<file path="src/rtl/ordering_queue.sv">
// ---------------------------------------------------------------------------
// ordering_queue
//
// In-order request queue with an outstanding-transaction tracker. Requests are
// pushed at the tail. Only the head can issue, and only once it is
// eligible:
//   - fewer than MAX_OUT transactions are outstanding,
//   - its ID is not already outstanding,
//   - and, for an ordered (fence) request, nothing at all is outstanding.
// Issued IDs stay outstanding until a retire strobe names them. A retire
// for an ID that is not outstanding sets a sticky error flag.
//
// Ports
//   clk, reset                 rising-edge clock, async active-low reset
//   rx_valid_i/rx_ready_o      request handshake (ID, payload, order flag)
//   rx_id_i, rx_payload_i      request ID and payload
//   rx_order_i                 request is ordered (forced to 1 when STRICT)
//   rx_ret_i, rx_ret_id_i      retire strobe and ID, one per cycle
//   tx_valid_o/tx_ready_i      issue handshake for the head entry
//   tx_id_o, tx_payload_o      head fields; zero when the queue is empty
//   out_cnt_o                  number of outstanding transactions
//   ret_err_o                  sticky flag: retire of a non-outstanding ID
// ---------------------------------------------------------------------------
module ordering_queue #(
   parameter int ID_W    = 3,
   parameter int DATA_W  = 16,
   parameter int DEPTH   = 4,
   parameter int MAX_OUT = 8,
   parameter bit STRICT  = 1'b0
) (
   input  logic                         clk,
   input  logic                         reset,
   input  logic                         rx_valid_i,
   input  logic [ID_W-1:0]              rx_id_i,
   input  logic [DATA_W-1:0]            rx_payload_i,
   input  logic                         rx_order_i,
   output logic                         rx_ready_o,
   input  logic                         rx_ret_i,
   input  logic [ID_W-1:0]              rx_ret_id_i,
   output logic                         tx_valid_o,
   output logic [ID_W-1:0]              tx_id_o,
   output logic [DATA_W-1:0]            tx_payload_o,
   input  logic                         tx_ready_i,
   output logic [$clog2(MAX_OUT+1)-1:0] out_cnt_o,
   output logic                         ret_err_o
);

   localparam int PW  = $clog2(DEPTH);
   localparam int OW  = PW + 1;
   localparam int CW  = $clog2(MAX_OUT + 1);
   localparam int NID = 1 << ID_W;

   localparam logic [OW-1:0] OCC_FULL  = OW'(DEPTH);
   localparam logic [CW-1:0] MAX_OUT_C = CW'(MAX_OUT);

   typedef struct packed {
      logic [ID_W-1:0]   id;
      logic [DATA_W-1:0] payload;
      logic              ord;
   } entry_t;

   // Queue storage carries no reset; everything read from it is gated by
   // the registered occupancy.
   entry_t          mem [DEPTH];
   logic [PW-1:0]   wr_ptr;
   logic [PW-1:0]   rd_ptr;
   logic [OW-1:0]   occ;

   // Outstanding tracker: one bit per ID plus a running count.
   logic [NID-1:0]  busy;
   logic [NID-1:0]  busy_nxt;
   logic [CW-1:0]   out_cnt;
   logic [CW-1:0]   out_cnt_nxt;
   logic            ret_err;

   entry_t          head;
   logic            empty;
   logic            cap_ok;
   logic            order_ok;
   logic            push;
   logic            pop;
   logic            ret_hit;
   logic            ret_miss;

   // ------------------------------------------------------------------
   // Head view and eligibility: registered state only, so neither
   // rx_ready_o nor tx_valid_o has a combinational path from an input.
   // A same-cycle retire therefore only helps on the following cycle.
   // ------------------------------------------------------------------
   assign head     = mem[rd_ptr];
   assign empty    = (occ == '0);
   assign cap_ok   = (out_cnt < MAX_OUT_C);
   assign order_ok = !head.ord || (out_cnt == '0);

   assign rx_ready_o   = (occ != OCC_FULL);
   assign tx_valid_o   = !empty && cap_ok && !busy[head.id] && order_ok;
   assign tx_id_o      = empty ? '0 : head.id;
   assign tx_payload_o = empty ? '0 : head.payload;
   assign out_cnt_o    = out_cnt;
   assign ret_err_o    = ret_err;

   // A full queue never accepts, even when the head pops in the same cycle.
   assign push     = rx_valid_i && rx_ready_o;
   assign pop      = tx_valid_o && tx_ready_i;
   // A retire for an ID issued in this same cycle sees its bit still clear
   // and is therefore an error.
   assign ret_hit  = rx_ret_i &&  busy[rx_ret_id_i];
   assign ret_miss = rx_ret_i && !busy[rx_ret_id_i];

   // Issue and a valid retire can never name the same ID in one cycle:
   // issue needs the bit clear and the retire needs it set.
   always_comb begin
      busy_nxt = busy;
      if (ret_hit) busy_nxt[rx_ret_id_i] = 1'b0;
      if (pop)     busy_nxt[head.id]     = 1'b1;
   end

   always_comb begin
      out_cnt_nxt = out_cnt;
      if (pop && !ret_hit)      out_cnt_nxt = out_cnt + CW'(1);
      else if (!pop && ret_hit) out_cnt_nxt = out_cnt - CW'(1);
   end

   // ------------------------------------------------------------------
   // Storage write
   // ------------------------------------------------------------------
   always_ff @(posedge clk) begin
      if (push) begin
         mem[wr_ptr] <= '{id: rx_id_i, payload: rx_payload_i, ord: rx_order_i | STRICT};
      end
   end

   // ------------------------------------------------------------------
   // Pointers and occupancy; pointers wrap naturally (DEPTH = 2**PW)
   // ------------------------------------------------------------------
   always_ff @(posedge clk or negedge reset) begin
      if (!reset) begin
         wr_ptr <= '0;
         rd_ptr <= '0;
         occ    <= '0;
      end else begin
         if (push) wr_ptr <= wr_ptr + PW'(1);
         if (pop)  rd_ptr <= rd_ptr + PW'(1);
         case ({push, pop})
            2'b10:   occ <= occ + OW'(1);
            2'b01:   occ <= occ - OW'(1);
            default: occ <= occ;
         endcase
      end
   end

   // ------------------------------------------------------------------
   // Outstanding tracker and sticky retire error
   // ------------------------------------------------------------------
   always_ff @(posedge clk or negedge reset) begin
      if (!reset) begin
         busy    <= '0;
         out_cnt <= '0;
         ret_err <= 1'b0;
      end else begin
         busy    <= busy_nxt;
         out_cnt <= out_cnt_nxt;
         if (ret_miss) ret_err <= 1'b1;
      end
   end

endmodule
</file>
<file path="config.mk">
export PLATFORM = sky130hd
export DESIGN_NAME = ordering_queue
export DESIGN_NICKNAME = d
export VERILOG_FILES = /design/src/rtl/ordering_queue.sv
export SDC_FILE = /design/constraint.sdc
export NUM_CORES = 1
export LEC_CHECK = 0
export ABC_AREA = 1
export CAP_MARGIN = 40
export CORE_MARGIN = 2
export CORE_UTILIZATION = 35
export CTS_CLUSTER_DIAMETER = 40
export DETAILED_ROUTE_END_ITERATION = 10
export PLACE_DENSITY = 0.57
export RECOVER_POWER = 25
export SYNTH_ARGS = -nofsm -noshare
export SYNTH_HDL_FRONTEND = slang
export SYNTH_SLANG_ARGS = --single-unit
</file>
<file path="constraint.sdc">
create_clock -name clk -period 8.4 [get_ports clk]
set_clock_uncertainty 0.15 [all_clocks]
set_input_delay 2.52 -clock clk [delete_from_list [all_inputs] [get_ports clk]]
set_output_delay 2.52 -clock clk [all_outputs]
set_load 0.03 [all_outputs]
</file>
== Word level (Yosys, flattened, before mapping) ==
Memory sizes are Yosys's and may differ from the RTL's.
Cells that the tools add are included.

* Divide/modulo/power cells: 0
* $add $sub $neg: 6
* Multipliers: 0
* Mux-type cells: 17
* Magnitude comparators: 5
* Bitwise gates (word level): 3
* Equality and inequality tests: 3
* Shifts and indexed selects: 0
* Reductions and logical operators: 22

{| class="wikitable"
|+ Operators with widths
! operator !! count
|-
| two-way mux 16 bit || 1
|-
| two-way mux 8 bit || 2
|-
| logical AND 1 bit || 11
|-
| bitwise AND 8 bit || 1
|-
| < comparator 3 x 4 -> 1 bit (second input constant) || 2
|-
| two-way mux 4 bit || 2
|-
| inverter 8 bit || 1
|-
| OR 8 bit || 1
|-
| binary-select mux 1 bit (select 3 bit) || 2
|-
| demux 1 bit (select 3 bit) || 2
|-
| greater-or-equal comparator 3 x 1 -> 1 bit (second input constant) || 2
|-
| zero test 1 bit || 6
|-
| two-way mux 1 bit || 6
|-
| case mux 3 bit (2 select lines) || 1
|-
| adder 2 x 1 -> 2 bit (second input constant) || 2
|-
| adder 4 x 1 -> 4 bit (second input constant) || 1
|-
| zero test 4 bit || 1
|-
| < comparator 4 bit (second input constant) || 1
|-
| nonzero test 2 bit || 2
|-
| subtractor 4 x 1 -> 4 bit (second input constant) || 1
|-
| adder 3 x 1 -> 3 bit (second input constant) || 1
|-
| zero test 3 bit || 1
|-
| two-way mux 3 bit || 1
|-
| != test 3 bit (second input constant) || 1
|-
| other kinds (4) || 4
|}

* Bits of input ports: 28
* Memory bits (writable): 80
* Flip-flop bits (word level): 20
* Bits in read-only memories: 0
* Memories kept: 1
* Latch bits: 0
* Output and inout port bits: 26

{| class="wikitable"
|+ Memories
! memory !! words !! width !! rd ports !! clocked after memory_dff !! write ports !! line !! text
|-
| mem || 4 || 20 || 1 || 0 || 1 || 64 || <nowiki>entry_t mem [DEPTH];</nowiki>
|}

== Longest topological paths before layout ==
An unclocked memory read counts as a cell.

* Word-level depth: 11
* Mapped depth: 20
* Depth with buffers taken out: 20

== Worst setup path before layout ==
OpenSTA, ideal clock, no wires.

* Kind: input to register
* Start: input port rx_ret_id_i[0]
* End: register out_cnt[3], in the netlist out_cnt_o[3]
* Slack: 3.687 ns
* Data required time: 8.115 ns
* Arrival time: 4.428 ns
* Setup time: 0.135 ns
* Cell stages on the path: 16
* Path buffers: 1
* Path through: buf_2 > inv_1 > nand2_1 > a21oi_1 > o21ai_0 > nand2_1 > nand2_1 > ha_1 > inv_1 > ha_1 > a21o_1 > a21oi_1 > nand2_1 > nand2_1 > nor2_1 > xor2_1

* Longest elaborated chain between the ends: 6
* Elaborated cells between the ends (all ways): 8
* Classes of those cells: mux: 3; reduce/logical: 5

{| class="wikitable"
|+ Ends and longest elaborated chain
! what !! line !! text
|-
| start, declared || 39 || <nowiki>input logic [ID_W-1:0] rx_ret_id_i,</nowiki>
|-
| binary-select mux 1 bit (select 3 bit) (*) || 107 || <nowiki>assign ret_hit = rx_ret_i && busy[rx_ret_id_i];</nowiki>
|-
| two-way mux 1 bit (implied by the code) (*) || 107 ||
|-
| logical AND 1 bit (*) || 107 ||
|-
| zero test 1 bit || 120 || <nowiki>if (pop && !ret_hit) out_cnt_nxt = out_cnt + CW'(1);</nowiki>
|-
| logical AND 1 bit || 120 ||
|-
| two-way mux 4 bit or nonzero test 2 bit (tied branches) || n/a ||
|-
| end signal, assigned || 162 || <nowiki>out_cnt <= out_cnt_nxt;</nowiki>
|-
| end, declared || 72 || <nowiki>logic [CW-1:0] out_cnt;</nowiki>
|}

Every way passes the cells marked *; elsewhere a longest branch is shown, timed or not. The select of a mux whose other input is x is not followed.
A chain may end at the register's enable or synchronous reset.

== Worst setup path in the final report ==
* Start: register rd_ptr[0]
* End: output port tx_valid_o

* Longest elaborated chain between the ends: 6
* Elaborated cells between the ends (all ways): 8
* Classes of those cells: mux: 2; reduce/logical: 5; memory: 1

{| class="wikitable"
|+ Ends and longest elaborated chain
! what !! line !! text
|-
| start, declared || 66 || <nowiki>logic [PW-1:0] rd_ptr;</nowiki>
|-
| start signal, assigned || 143 || <nowiki>if (pop) rd_ptr <= rd_ptr + PW'(1);</nowiki>
|-
| memory read (4 x 20 bit) (*) || n/a ||
|-
| binary-select mux 1 bit (select 3 bit) || 96 || <nowiki>assign tx_valid_o = !empty && cap_ok && !busy[head.id] && order_ok;</nowiki>
|-
| two-way mux 1 bit (implied by the code) || 96 ||
|-
| zero test 1 bit || 96 ||
|-
| logical AND 1 bit || 96 ||
|-
| logical AND 1 bit (*) || 96 ||
|-
| end, declared || 40 || <nowiki>output logic tx_valid_o,</nowiki>
|}

Marked as above.

==> results.yml <==
outcome:
  status: "finished clean"
final_layout:
  fin_area_sq_um: 5630
  drive_above_1_share_pct: 8.627
  fin_nets: 543
  layout_commonest_cell: "nor2_1"
  n_antenna_cell: 0
  mostFrequentLayoutCells: "85 x nor2_1, 80 x edfxtp_1, 71 x nand2_1"
  instances_no_fill: 686
  syn_to_final_growth_pct: 21.42
place:
  io_buffers: 53
  gp_congestion: 0.8615
  dp.final_hpwl_um: 6255
  dpl_cell_area_sq_um: 5333
  dp_cells: 670
hold_path:
  worstHoldPathType: "reg2reg"
clock_tree:
  clk_latency_ns: 0.34
  ctsHoldBuffers: 0
  cts_resized: 0
  cts_num_sinks: 100
  cts_root_buffer: "clkbuf_16"
  cts_setup_buffers: 0
  clock_path_buffers: 2
  cts_max_level: 3
  clk_pin_slew_worst_paths_ns: 0.07
  tritoncts: "done"
  cts_buffers: 9
yosys:
  ys_warn_count: 0
  syn_inst: 454
  ys_ff_latch: 100
  synth_cell_types: 29
  synth.avg_cell_area_sq_um: 10.21
  synth_area_sq_um: 4637
  ys_seq_area_share_pct: 62.60
  syn_nets: 492
drt:
  wl_per_cell_um: 14.16
  detail-route-antenna-nets: 0
  routed_wl_um: 9714
  drc: 0
  num_vias: 3195
  first_pass_iters: 4
  via_per_inst: 4.657
  drt-initial-drc-count: 215
setup_path:
  arrival_ns: 3.45
  critPathLaunchType: "flip-flop"
  crit_type: "reg2out"
  critPathCaptureType: "output pin"
  path_max_fanout: 47
  r2r_slack_ns: 4.35
  worstPathRequired_ns: 5.73
power:
  p_sw_uw: 922.4
  power_density_nw_per_um2: 389.4
  pwr-share-comb_pct: 48.0
  internal_power_uw: 1270
  leakagePower_uw: 0.002205
  clkPwrFrac_pct: 18.9
  ir_drop_mv: 0.1985
  pwr-share-seq_pct: 33.1
  netSwitchingFraction_pct: 42.07
global_route:
  grt_max_degree: 48
  grt_remaining_overflow: 0
  antenna_found_initial: 0
  grt_pass1_vias: 3354
  grt.total_usage_pct: 14.75
  grt_pass1_wl_um: 16500
die:
  fp.coreArea_sq_um: 13090
  start_util_pct: 35.44
  die_w_um: 119.1
  ioPinCount: 54
  rows: 42
  die_h_um: 119.1
  die_area_sq_um: 14180
sta:
  setup_violations: 0
  finalCritPeriodShare_pct: 72.90
  grt_setup_unrepaired: "no"
  slew_viol_final: 0
  tightest_slew_ns: 0.8403
  relSlewSlack_pct: 43.92
  finalCriticalPeriod_ns: 6.123
  max_freq_mhz: 163.3
  hold_violations: 0
  finalSetupTns_ns: 0
job:
  max_cap_viol_count: 0
==> state kept, by name, summed over array words and instances (netlist names) <==
signal / count
occ: 3
out_cnt_o: 4
rd_ptr: 2
mem: 80
wr_ptr: 2
ret_err_o: 1
busy: 8
==> worst paths after layout <==
kind / start / endpoint / cells past startpoint
hold / removal: ret_err_o / ret_err_o / 1
min in group asynchronous: reset / occ[1] / 1
max in group asynchronous: reset / ret_err_o / 2
setup / recovery: rd_ptr[0] / tx_valid_o / 13
hold reg to reg: ret_err_o / ret_err_o / 1
setup reg to reg: rd_ptr[0] / out_cnt_o[3] / 21
==> logic make-up after synthesis <==
group,count (synthesis),synth area share (%)
simple gates,209,19.37
flops,100,62.60
compound gates,70,7.690
buf+inv,58,5.990
fa+ha+maj,10,3.022
xor+xnor,7,1.322
==> layer usage <==
| metal | up-vias | global-route usage (%) | part of all wire [%] |
|---|---|---|---|
| met1 | 1480 | 19.11 | 46 |
| met4 | 0 | 4.167 | 1.3 |
| met5 | - | 0 | 0 |
| li1 | 1624 | - | - |
| met3 | 13 | 3.496 | 4.9 |
| met2 | 78 | 24.71 | 48 |
==> critical path, stage by stage, from the launching register on <==
cell and delay [ns]:
dfrtp_1 0.36, buf_4 0.28, inv_2 0.55, nand2_1 0.20, nand3_2 0.13, nand2_2 0.12
nand2_1 0.08, nand2_1 0.05, nand2_1 0.06, nand2_1 0.07, nor2_2 0.36, nand2_1 0.10
inv_1 0.06, clkdlybuf4s50_1 0.67
==> cell type report <==
cell class / instances / area [sq um]
clock buffer: 9 / 225.2
clock inverter: 7 / 72.57
fill: 1241 / 7455
inverter: 38 / 145.1
multi-input combinational: 296 / 1466
sequential: 100 / 2903
tap: 176 / 220.2
timing repair buffer: 60 / 598.1
==> cell usage after synthesis <==
master	number	share of area, %
or2_2	1	0.14
nand4_1	11	1.5
inv_4	1	0.14
nand3_1	22	2.4
a31o_2	1	0.19
buf_6	6	1.5
xor2_1	4	0.76
fa_1	2	0.86
nand3_2	4	0.86
buf_2	7	0.76
buf_1	1	0.081
nor2_2	2	0.27
nand2_2	5	0.67
a21o_1	1	0.16
buf_4	1	0.16
or2_0	2	0.27
xnor2_1	3	0.57
nor2_1	89	7.2
nand2_1	71	5.7
nor3_1	1	0.11
nand2_4	1	0.24
ha_1	8	2.2
inv_2	3	0.24
o21ai_0	46	5.0
clkbuf_1	5	0.40
edfxtp_1	80	52
inv_1	34	2.8
dfrtp_1	20	11
a21oi_1	22	2.4
==> power groups by stage <==
| stage | combinational (uW) | clock, uW | sequential [uW] |
|---|---|---|---|
| after detailed placement | 1060 | 0 | 736 |
| after global routing | 1180 | 445 | 740 |
| after CTS | 1070 | 425 | 726 |
| after global placement | 1020 | 0 | 743 |
| after floorplan | 734 | 0 | 735 |
| final | 1050 | 414 | 726 |
==> metrics by stage <==
step	hold WS (ns)	util [%]	power [uW]	setup WS, ns
2_1_floorplan	0.2998	-	1469	3.687
3_3_place_gp	0.3054	40.52	1767	2.642
3_5_place_dp	0.3109	40.75	1798	2.667
4_1_cts	0.3266	43.03	2222	2.282
5_1_grt	0.3384	43.03	2363	1.922
6_report	0.3216	43.03	2193	2.277
Note: power is estimated with default switching activity, not from simulation.
